File: src/rtl/dm_pkg.sv
// ---------------------------------------------------------------------------
// dm_pkg: shared encodings, response-stage record and helpers for dm_port_arb.
// Rev 1.0
// ---------------------------------------------------------------------------
`default_nettype none

package dm_pkg;

  localparam logic [1:0] DM_SZ_B = 2'b00;
  localparam logic [1:0] DM_SZ_H = 2'b01;
  localparam logic [1:0] DM_SZ_W = 2'b10;
  localparam logic [1:0] DM_SZ_X = 2'b11;

  localparam logic DM_PORT0 = 1'b0;
  localparam logic DM_PORT1 = 1'b1;

  localparam int DM_NPORTS = 2;

  // Everything the load path needs one cycle after acceptance.
  typedef struct packed {
    logic       valid;
    logic       port;
    logic       we;
    logic       err;
    logic [1:0] size;
    logic       uns;
    logic [1:0] off;
  } dm_rsp_t;

  function automatic logic dm_misaligned(input logic [1:0] size,
                                         input logic [1:0] off);
    logic bad;
    case (size)
      DM_SZ_B: bad = 1'b0;
      DM_SZ_H: bad = off[0];
      DM_SZ_W: bad = |off;
      default: bad = 1'b1;
    endcase
    return bad;
  endfunction

endpackage

`default_nettype wire

File: src/rtl/dm_port_arb_if.sv
// ---------------------------------------------------------------------------
// dm_port_arb_if: request/response buses of both ports plus the memory port.
// Rev 1.0
// ---------------------------------------------------------------------------
`default_nettype none

interface dm_port_arb_if;

  logic        p0_req_valid;
  logic        p0_req_ready;
  logic        p0_req_we;
  logic [31:0] p0_req_addr;
  logic [1:0]  p0_req_size;
  logic        p0_req_unsigned;
  logic [31:0] p0_req_wdata;
  logic        p0_rsp_valid;
  logic [31:0] p0_rsp_rdata;
  logic        p0_rsp_err;

  logic        p1_req_valid;
  logic        p1_req_ready;
  logic        p1_req_we;
  logic [31:0] p1_req_addr;
  logic [1:0]  p1_req_size;
  logic        p1_req_unsigned;
  logic [31:0] p1_req_wdata;
  logic        p1_rsp_valid;
  logic [31:0] p1_rsp_rdata;
  logic        p1_rsp_err;

  logic [31:0] mem_addr;
  logic        mem_we;
  logic [31:0] mem_win;
  logic [3:0]  mem_wbyte_enable;
  logic [31:0] mem_dout;

  // Arbiter side.
  modport slave (
    input  p0_req_valid, p0_req_we, p0_req_addr, p0_req_size,
           p0_req_unsigned, p0_req_wdata,
    output p0_req_ready, p0_rsp_valid, p0_rsp_rdata, p0_rsp_err,
    input  p1_req_valid, p1_req_we, p1_req_addr, p1_req_size,
           p1_req_unsigned, p1_req_wdata,
    output p1_req_ready, p1_rsp_valid, p1_rsp_rdata, p1_rsp_err,
    output mem_addr, mem_we, mem_win, mem_wbyte_enable,
    input  mem_dout
  );

  // Requester and memory side.
  modport master (
    output p0_req_valid, p0_req_we, p0_req_addr, p0_req_size,
           p0_req_unsigned, p0_req_wdata,
    input  p0_req_ready, p0_rsp_valid, p0_rsp_rdata, p0_rsp_err,
    output p1_req_valid, p1_req_we, p1_req_addr, p1_req_size,
           p1_req_unsigned, p1_req_wdata,
    input  p1_req_ready, p1_rsp_valid, p1_rsp_rdata, p1_rsp_err,
    input  mem_addr, mem_we, mem_win, mem_wbyte_enable,
    output mem_dout
  );

endinterface

`default_nettype wire

File: src/rtl/dm_lane.sv
// ---------------------------------------------------------------------------
// dm_lane: combinational store lane steering and load extraction/extension.
// Rev 1.0
// ---------------------------------------------------------------------------
`default_nettype none

module dm_lane
  import dm_pkg::*;
(
  input  wire logic [1:0]  st_size_i,
  input  wire logic [1:0]  st_off_i,
  input  wire logic [31:0] st_wdata_i,
  output logic      [3:0]  st_wbe_o,
  output logic      [31:0] st_win_o,

  input  wire logic [1:0]  ld_size_i,
  input  wire logic [1:0]  ld_off_i,
  input  wire logic        ld_uns_i,
  input  wire logic [31:0] ld_dout_i,
  output logic      [31:0] ld_data_o
);

  always_comb begin
    st_wbe_o = 4'b0000;
    st_win_o = st_wdata_i;
    case (st_size_i)
      DM_SZ_B: begin
        st_wbe_o = 4'b0001 << st_off_i;
        st_win_o = {4{st_wdata_i[7:0]}};
      end
      DM_SZ_H: begin
        st_wbe_o = st_off_i[1] ? 4'b1100 : 4'b0011;
        st_win_o = {2{st_wdata_i[15:0]}};
      end
      DM_SZ_W: begin
        st_wbe_o = 4'b1111;
        st_win_o = st_wdata_i;
      end
      default: begin
        st_wbe_o = 4'b0000;
        st_win_o = st_wdata_i;
      end
    endcase
  end

  logic [7:0]  ld_byte;
  logic [15:0] ld_half;

  // Halves are only legal on even offsets, so bit 0 of the offset is not needed.
  assign ld_byte = ld_dout_i[{ld_off_i, 3'b000} +: 8];
  assign ld_half = ld_dout_i[{ld_off_i[1], 4'b0000} +: 16];

  always_comb begin
    ld_data_o = '0;
    case (ld_size_i)
      DM_SZ_B: ld_data_o = ld_uns_i ? {24'h000000, ld_byte}
                                    : {{24{ld_byte[7]}}, ld_byte};
      DM_SZ_H: ld_data_o = ld_uns_i ? {16'h0000, ld_half}
                                    : {{16{ld_half[15]}}, ld_half};
      DM_SZ_W: ld_data_o = ld_dout_i;
      default: ld_data_o = '0;
    endcase
  end

endmodule

`default_nettype wire

File: src/rtl/dm_port_arb.sv
// ---------------------------------------------------------------------------
// dm_port_arb: round-robin two-port arbiter/access controller for the data RAM.
// Rev 1.0
// ---------------------------------------------------------------------------
`default_nettype none

module dm_port_arb
  import dm_pkg::*;
#(
  parameter int ADDR_W = 12
)(
  input  wire logic   clk,
  input  wire logic   rst_n,
  dm_port_arb_if.slave bus
);

  // Keep ADDR_W-bit byte space, drop the byte offset.
  localparam logic [63:0] ADDR_SPAN = 64'd1 << ADDR_W;
  localparam logic [31:0] WORD_MASK = 32'(ADDR_SPAN - 64'd1) & ~32'd3;

  logic [DM_NPORTS-1:0]       req_valid;
  logic [DM_NPORTS-1:0]       req_we;
  logic [DM_NPORTS-1:0]       req_uns;
  logic [DM_NPORTS-1:0][31:0] req_addr;
  logic [DM_NPORTS-1:0][31:0] req_wdata;
  logic [DM_NPORTS-1:0][1:0]  req_size;

  assign req_valid = {bus.p1_req_valid,    bus.p0_req_valid};
  assign req_we    = {bus.p1_req_we,       bus.p0_req_we};
  assign req_uns   = {bus.p1_req_unsigned, bus.p0_req_unsigned};
  assign req_addr  = {bus.p1_req_addr,     bus.p0_req_addr};
  assign req_wdata = {bus.p1_req_wdata,    bus.p0_req_wdata};
  assign req_size  = {bus.p1_req_size,     bus.p0_req_size};

  logic    last_q, last_d;
  logic [31:0] addr_q, addr_d;
  dm_rsp_t rsp_q, rsp_d;

  logic [DM_NPORTS-1:0] gnt;
  logic        any_gnt;
  logic        sel;
  logic        sel_we;
  logic        sel_uns;
  logic [31:0] sel_addr;
  logic [31:0] sel_wdata;
  logic [1:0]  sel_size;
  logic        sel_err;
  logic        wr_en;

  // Port 0 wins a tie unless it was the most recent grantee.
  always_comb begin
    gnt    = '0;
    gnt[0] = req_valid[0] & (~req_valid[1] | (last_q == DM_PORT1));
    gnt[1] = req_valid[1] & ~gnt[0];
  end

  assign any_gnt   = |gnt;
  assign sel       = gnt[1] ? DM_PORT1 : DM_PORT0;
  assign sel_we    = req_we[sel];
  assign sel_uns   = req_uns[sel];
  assign sel_addr  = req_addr[sel];
  assign sel_wdata = req_wdata[sel];
  assign sel_size  = req_size[sel];
  assign sel_err   = dm_misaligned(sel_size, sel_addr[1:0]);
  assign wr_en     = any_gnt & sel_we & ~sel_err;

  logic [3:0]  lane_wbe;
  logic [31:0] lane_win;
  logic [31:0] lane_ld;

  dm_lane u_lane (
    .st_size_i  (sel_size),
    .st_off_i   (sel_addr[1:0]),
    .st_wdata_i (sel_wdata),
    .st_wbe_o   (lane_wbe),
    .st_win_o   (lane_win),
    .ld_size_i  (rsp_q.size),
    .ld_off_i   (rsp_q.off),
    .ld_uns_i   (rsp_q.uns),
    .ld_dout_i  (bus.mem_dout),
    .ld_data_o  (lane_ld)
  );

  always_comb begin
    last_d = last_q;
    addr_d = addr_q;
    if (any_gnt) begin
      last_d = sel;
      addr_d = sel_addr & WORD_MASK;
    end
  end

  always_comb begin
    rsp_d       = '0;
    rsp_d.valid = any_gnt;
    rsp_d.port  = sel;
    rsp_d.we    = sel_we;
    rsp_d.err   = sel_err;
    rsp_d.size  = sel_size;
    rsp_d.uns   = sel_uns;
    rsp_d.off   = sel_addr[1:0];
  end

  always_ff @(posedge clk or negedge rst_n) begin
    if (!rst_n) begin
      last_q <= DM_PORT1;
      addr_q <= '0;
      rsp_q  <= '0;
    end else begin
      last_q <= last_d;
      addr_q <= addr_d;
      rsp_q  <= rsp_d;
    end
  end

  assign bus.p0_req_ready     = gnt[0];
  assign bus.p1_req_ready     = gnt[1];
  assign bus.mem_addr         = addr_d;
  assign bus.mem_we           = wr_en;
  assign bus.mem_win          = lane_win;
  assign bus.mem_wbyte_enable = wr_en ? lane_wbe : 4'b0000;

  logic        rsp_v0;
  logic        rsp_v1;
  logic [31:0] rsp_data;

  assign rsp_v0   = rsp_q.valid & (rsp_q.port == DM_PORT0);
  assign rsp_v1   = rsp_q.valid & (rsp_q.port == DM_PORT1);
  assign rsp_data = (rsp_q.we | rsp_q.err) ? 32'h0 : lane_ld;

  assign bus.p0_rsp_valid = rsp_v0;
  assign bus.p0_rsp_rdata = rsp_v0 ? rsp_data : 32'h0;
  assign bus.p0_rsp_err   = rsp_v0 & rsp_q.err;
  assign bus.p1_rsp_valid = rsp_v1;
  assign bus.p1_rsp_rdata = rsp_v1 ? rsp_data : 32'h0;
  assign bus.p1_rsp_err   = rsp_v1 & rsp_q.err;

endmodule

`default_nettype wire
File: src/flat_wrapper.sv
// flat-port wrapper written by rule: the top's interface ports become plain ports
module dm_port_arb_flat import dm_pkg::*;
#(
  parameter int ADDR_W = 12
)
  (clk, rst_n, bus_p0_req_valid, bus_p0_req_we, bus_p0_req_addr, bus_p0_req_size, bus_p0_req_unsigned, bus_p0_req_wdata, bus_p0_req_ready, bus_p0_rsp_valid, bus_p0_rsp_rdata, bus_p0_rsp_err, bus_p1_req_valid, bus_p1_req_we, bus_p1_req_addr, bus_p1_req_size, bus_p1_req_unsigned, bus_p1_req_wdata, bus_p1_req_ready, bus_p1_rsp_valid, bus_p1_rsp_rdata, bus_p1_rsp_err, bus_mem_addr, bus_mem_we, bus_mem_win, bus_mem_wbyte_enable, bus_mem_dout);
  dm_port_arb_if bus_i ();
  input  wire logic clk;
  input  wire logic rst_n;
  input wire logic [$bits(bus_i.p0_req_valid)-1:0] bus_p0_req_valid;
  input wire logic [$bits(bus_i.p0_req_we)-1:0] bus_p0_req_we;
  input wire logic [$bits(bus_i.p0_req_addr)-1:0] bus_p0_req_addr;
  input wire logic [$bits(bus_i.p0_req_size)-1:0] bus_p0_req_size;
  input wire logic [$bits(bus_i.p0_req_unsigned)-1:0] bus_p0_req_unsigned;
  input wire logic [$bits(bus_i.p0_req_wdata)-1:0] bus_p0_req_wdata;
  output wire logic [$bits(bus_i.p0_req_ready)-1:0] bus_p0_req_ready;
  output wire logic [$bits(bus_i.p0_rsp_valid)-1:0] bus_p0_rsp_valid;
  output wire logic [$bits(bus_i.p0_rsp_rdata)-1:0] bus_p0_rsp_rdata;
  output wire logic [$bits(bus_i.p0_rsp_err)-1:0] bus_p0_rsp_err;
  input wire logic [$bits(bus_i.p1_req_valid)-1:0] bus_p1_req_valid;
  input wire logic [$bits(bus_i.p1_req_we)-1:0] bus_p1_req_we;
  input wire logic [$bits(bus_i.p1_req_addr)-1:0] bus_p1_req_addr;
  input wire logic [$bits(bus_i.p1_req_size)-1:0] bus_p1_req_size;
  input wire logic [$bits(bus_i.p1_req_unsigned)-1:0] bus_p1_req_unsigned;
  input wire logic [$bits(bus_i.p1_req_wdata)-1:0] bus_p1_req_wdata;
  output wire logic [$bits(bus_i.p1_req_ready)-1:0] bus_p1_req_ready;
  output wire logic [$bits(bus_i.p1_rsp_valid)-1:0] bus_p1_rsp_valid;
  output wire logic [$bits(bus_i.p1_rsp_rdata)-1:0] bus_p1_rsp_rdata;
  output wire logic [$bits(bus_i.p1_rsp_err)-1:0] bus_p1_rsp_err;
  output wire logic [$bits(bus_i.mem_addr)-1:0] bus_mem_addr;
  output wire logic [$bits(bus_i.mem_we)-1:0] bus_mem_we;
  output wire logic [$bits(bus_i.mem_win)-1:0] bus_mem_win;
  output wire logic [$bits(bus_i.mem_wbyte_enable)-1:0] bus_mem_wbyte_enable;
  input wire logic [$bits(bus_i.mem_dout)-1:0] bus_mem_dout;
  assign bus_i.p0_req_valid = bus_p0_req_valid;
  assign bus_i.p0_req_we = bus_p0_req_we;
  assign bus_i.p0_req_addr = bus_p0_req_addr;
  assign bus_i.p0_req_size = bus_p0_req_size;
  assign bus_i.p0_req_unsigned = bus_p0_req_unsigned;
  assign bus_i.p0_req_wdata = bus_p0_req_wdata;
  assign bus_p0_req_ready = bus_i.p0_req_ready;
  assign bus_p0_rsp_valid = bus_i.p0_rsp_valid;
  assign bus_p0_rsp_rdata = bus_i.p0_rsp_rdata;
  assign bus_p0_rsp_err = bus_i.p0_rsp_err;
  assign bus_i.p1_req_valid = bus_p1_req_valid;
  assign bus_i.p1_req_we = bus_p1_req_we;
  assign bus_i.p1_req_addr = bus_p1_req_addr;
  assign bus_i.p1_req_size = bus_p1_req_size;
  assign bus_i.p1_req_unsigned = bus_p1_req_unsigned;
  assign bus_i.p1_req_wdata = bus_p1_req_wdata;
  assign bus_p1_req_ready = bus_i.p1_req_ready;
  assign bus_p1_rsp_valid = bus_i.p1_rsp_valid;
  assign bus_p1_rsp_rdata = bus_i.p1_rsp_rdata;
  assign bus_p1_rsp_err = bus_i.p1_rsp_err;
  assign bus_mem_addr = bus_i.mem_addr;
  assign bus_mem_we = bus_i.mem_we;
  assign bus_mem_win = bus_i.mem_win;
  assign bus_mem_wbyte_enable = bus_i.mem_wbyte_enable;
  assign bus_i.mem_dout = bus_mem_dout;
  dm_port_arb #(.ADDR_W(ADDR_W)) u_core (.clk(clk), .rst_n(rst_n), .bus(bus_i));
endmodule
File: config.mk
export PLATFORM = sky130hd
export DESIGN_NAME = dm_port_arb_flat
export DESIGN_NICKNAME = d
export VERILOG_FILES = /design/src/rtl/dm_pkg.sv /design/src/rtl/dm_port_arb_if.sv /design/src/rtl/dm_lane.sv /design/src/rtl/dm_port_arb.sv /design/src/flat_wrapper.sv
export SDC_FILE = /design/constraint.sdc
export NUM_CORES = 1
export LEC_CHECK = 0
export BUFFER_PORTS_ARGS = -buffer_cell sky130_fd_sc_hd__clkbuf_2
export CORE_AREA = 2 2 121 123
export CTS_CLUSTER_DIAMETER = 200
export DETAILED_ROUTE_END_ITERATION = 7
export DIE_AREA = 0 0 123 125
export PLACE_DENSITY_LB_ADDON = 0.25
export SYNTH_ARGS = -nofsm -noshare
export SYNTH_HDL_FRONTEND = slang
export SYNTH_SLANG_ARGS = --single-unit
File: constraint.sdc
create_clock -name clk -period 2.9 [get_ports clk]
set_input_delay 0.58 -clock clk [delete_from_list [all_inputs] [get_ports clk]]
set_output_delay 0.58 -clock clk [all_outputs]
set_load 0.02 [all_outputs]
==> results.sh <==
export IMPL_die_area_um2=15380
export IMPL_dr_pass1_iters=4
export IMPL_layout_nets=894
export IMPL_place_area_um2=5145
export IMPL_die_h_um=125
export IMPL_tns_ns=0
export IMPL_grt_pass1_wl_mm=21.29
export IMPL_setup_violations=0
export IMPL_grt_usage_pct=17.33
export IMPL_yosys_register_bits=42
export IMPL_report_final_slew_viol_count=0
export IMPL_ios=311
export IMPL_routed_via_density=4.768
export IMPL_cts_tree="yes"
export IMPL_layout_drive_gt1_share_pct=45.92
export IMPL_numPortBuffers=270
export IMPL_status="completed"
export IMPL_vdd_drop_max_mv=0.3980
export IMPL_synth_edf_count=0
export IMPL_finish_utilization_pct=37.29
export IMPL_syn_inst=468
export IMPL_yosysSeqAreaShare_pct=29.40
export IMPL_cts_buffers=5
export IMPL_antenna_found_initial=0
export IMPL_globalplace_congestion=0.8450
export IMPL_overflow=0
export IMPL_total_power_w=0.002101
export IMPL_period_needed_ns=2.712
export IMPL_first_global_vias=4092
export IMPL_hold_path_class="primary input to async pin"
export IMPL_cts_num_sinks=42
export IMPL_ctsResizeCount=0
export IMPL_synth_top_area_share_pct=28.66
export IMPL_syn_nets=640
export IMPL_clkTransAtPathRegs_ns=0.07
export IMPL_htreeDepth=2
export IMPL_area_delta_synth_final_pct=47.96
export IMPL_fin_area_um2=5296
export IMPL_die_w_um=123
export IMPL_start_util_pct=25.20
export IMPL_ant_nets=0
export IMPL_cts_root_buf="clkbuf_16"
export IMPL_num_vias=4325
export IMPL_max_clock_path_buffers=2
export IMPL_start_kind="flop"
export IMPL_worstSetupPathType="flop to output port"
export IMPL_clock_latency_ns=0.28
export IMPL_core_um2=14200
export IMPL_grt_max_degree=43
export IMPL_synth_area_um2=3580
export IMPL_synth_distinct_cells=45
export IMPL_dp_hpwl_mm=11.40
export IMPL_cp_data_required_time_ns=2.32
export IMPL_leakage_nw=2.875
export IMPL_diodes=0
export IMPL_rsz0062_at_grt="no"
export IMPL_synth_area_per_cell_um2=7.649
export IMPL_end_kind="output port"
export IMPL_drcViolationCount=0
export IMPL_powerDensity_nw_per_um2=396.6
export IMPL_drv_cap=0
export IMPL_synthArstFlopShare_pct=100.0
export IMPL_max_freq_ghz=0.3688
export IMPL_rows=44
export IMPL_cts_hold_fix_buffers=0
export IMPL_wl_per_cell_um=15.40
export IMPL_finalHoldViolations=0
export IMPL_tightest_slew_ns=0.5310
export IMPL_yosysMostFrequentCell="nand2_1"
export IMPL_cp_max_fo=23
export IMPL_synth_area_top_cells="dfrtp_1 (29%), mux2i_1 (12%), nand2_1 (8.6%)"
export IMPL_synth_top_cell_by_area="dfrtp_1"
export IMPL_synthFlopType="dfrtp_1"
export IMPL_finalCritPeriodShare_pct=93.50
export IMPL_routed_wl_mm=13.97
export IMPL_cp_arrival_ns=2.13
export IMPL_drt_iter0_markers=177
export IMPL_yosys_warnings=0
export IMPL_skew_ns=0.004936
export IMPL_fillCellCount=1605
export IMPL_slew_headroom_pct=64.60
export IMPL_yosys_top_cells_count="nand2_1 (82), nor2_1 (60), mux2i_1 (44)"
export IMPL_post_cts_buffers=0
[flip-flops by register name, summed over array words and instances (netlist names)]
signal and flops:
u_core.rsp_q 9, u_core.last_q 1, u_core.addr_q 32
[critical path, stage by stage (launching register included)]
cell and delay (ns):
dfstp_2 0.55, a21bo_2 0.25, mux2i_4 0.30, buf_6 0.22, o21ai_0 0.20, nand3_1 0.14
clkbuf_2 0.18
[worst paths after layout]
check	to	from	slack, ns	depth (start not counted)
setup / recovery	bus_mem_win[24]	u_core.last_q$_DFFE_PN1P_	0.19	6
hold / removal	u_core.addr_q[17]$_DFF_PN0_	rst_n	0.36	2
setup reg to reg	u_core.rsp_q[5]$_DFF_PN0_	u_core.last_q$_DFFE_PN1P_	1.35	4
hold reg to reg	u_core.addr_q[17]$_DFF_PN0_	u_core.addr_q[17]$_DFF_PN0_	0.48	1
max in group asynchronous	u_core.last_q$_DFFE_PN1P_	rst_n	2.16	2
min in group clk	u_core.addr_q[17]$_DFF_PN0_	u_core.addr_q[17]$_DFF_PN0_	0.48	1
[final cells by class]
cell class	count	area, µm²	share of cell area, %
timing repair buffer	290	1521	28.73
sequential	42	1052	19.87
multi-input combinational	378	2330	43.99
tap	184	230.2	4.347
inverter	5	18.77	0.3544
clock inverter	3	18.77	0.3544
clock buffer	5	125.1	2.362
[metrics by stage]
stage	std cells	setup WS (ns)	hold slack (ns)
after floorplan	468	0.3036	0.2844
after CTS	907	0.07925	0.3883
after global routing	907	0.006826	0.4030
after detailed placement	899	0.1881	0.4670
after global placement	899	0.1791	0.4645
final	907	0.1884	0.3610
[report_power, final]
group,internal [W],switching (W)
Sequential,0.000619,0.0000257
Combinational,0.000346,0.000552
Clock,0.000319,0.000239
Total,0.00128,0.000816
[metal layers]
layer | track usage [%] | up-vias | share of wire [%] | wire [µm]
li1 | - | 2137 | - | -
met1 | 19.48 | 1954 | 39 | 5443
met3 | 2.783 | 25 | 7.4 | 1029
met4 | 5.214 | 0 | 2.6 | 365
met5 | 0 | - | 0 | 0
met2 | 32.82 | 209 | 51 | 7126
[cell families (layout without fill, tap and decap cells)]
family | Yosys count | count (layout) | synth area share, %
compound gates | 97 | 97 | 17.55
xor+xnor | 3 | 3 | 0.7341
buf+inv | 48 | 303 | 5.802
flops | 42 | 42 | 29.40
mux | 63 | 63 | 18.91
simple gates | 215 | 215 | 27.61
[cell usage in the layout (no fill, tap or decap), types with 8 or more instances in the layout]
master    netlist  final
nand2_1        82     82
buf_4           4     17
mux2_2         17     17
clkbuf_2        0    270
dfrtp_1        41     41
nor2_1         60     60
mux2i_1        44     44
nand3_1        22     22
o21ai_0        29     29
and2_1         25     25
a21oi_1        34     34
o221a_2         8      8
No activity file was read; power rests on OpenSTA's default activity.
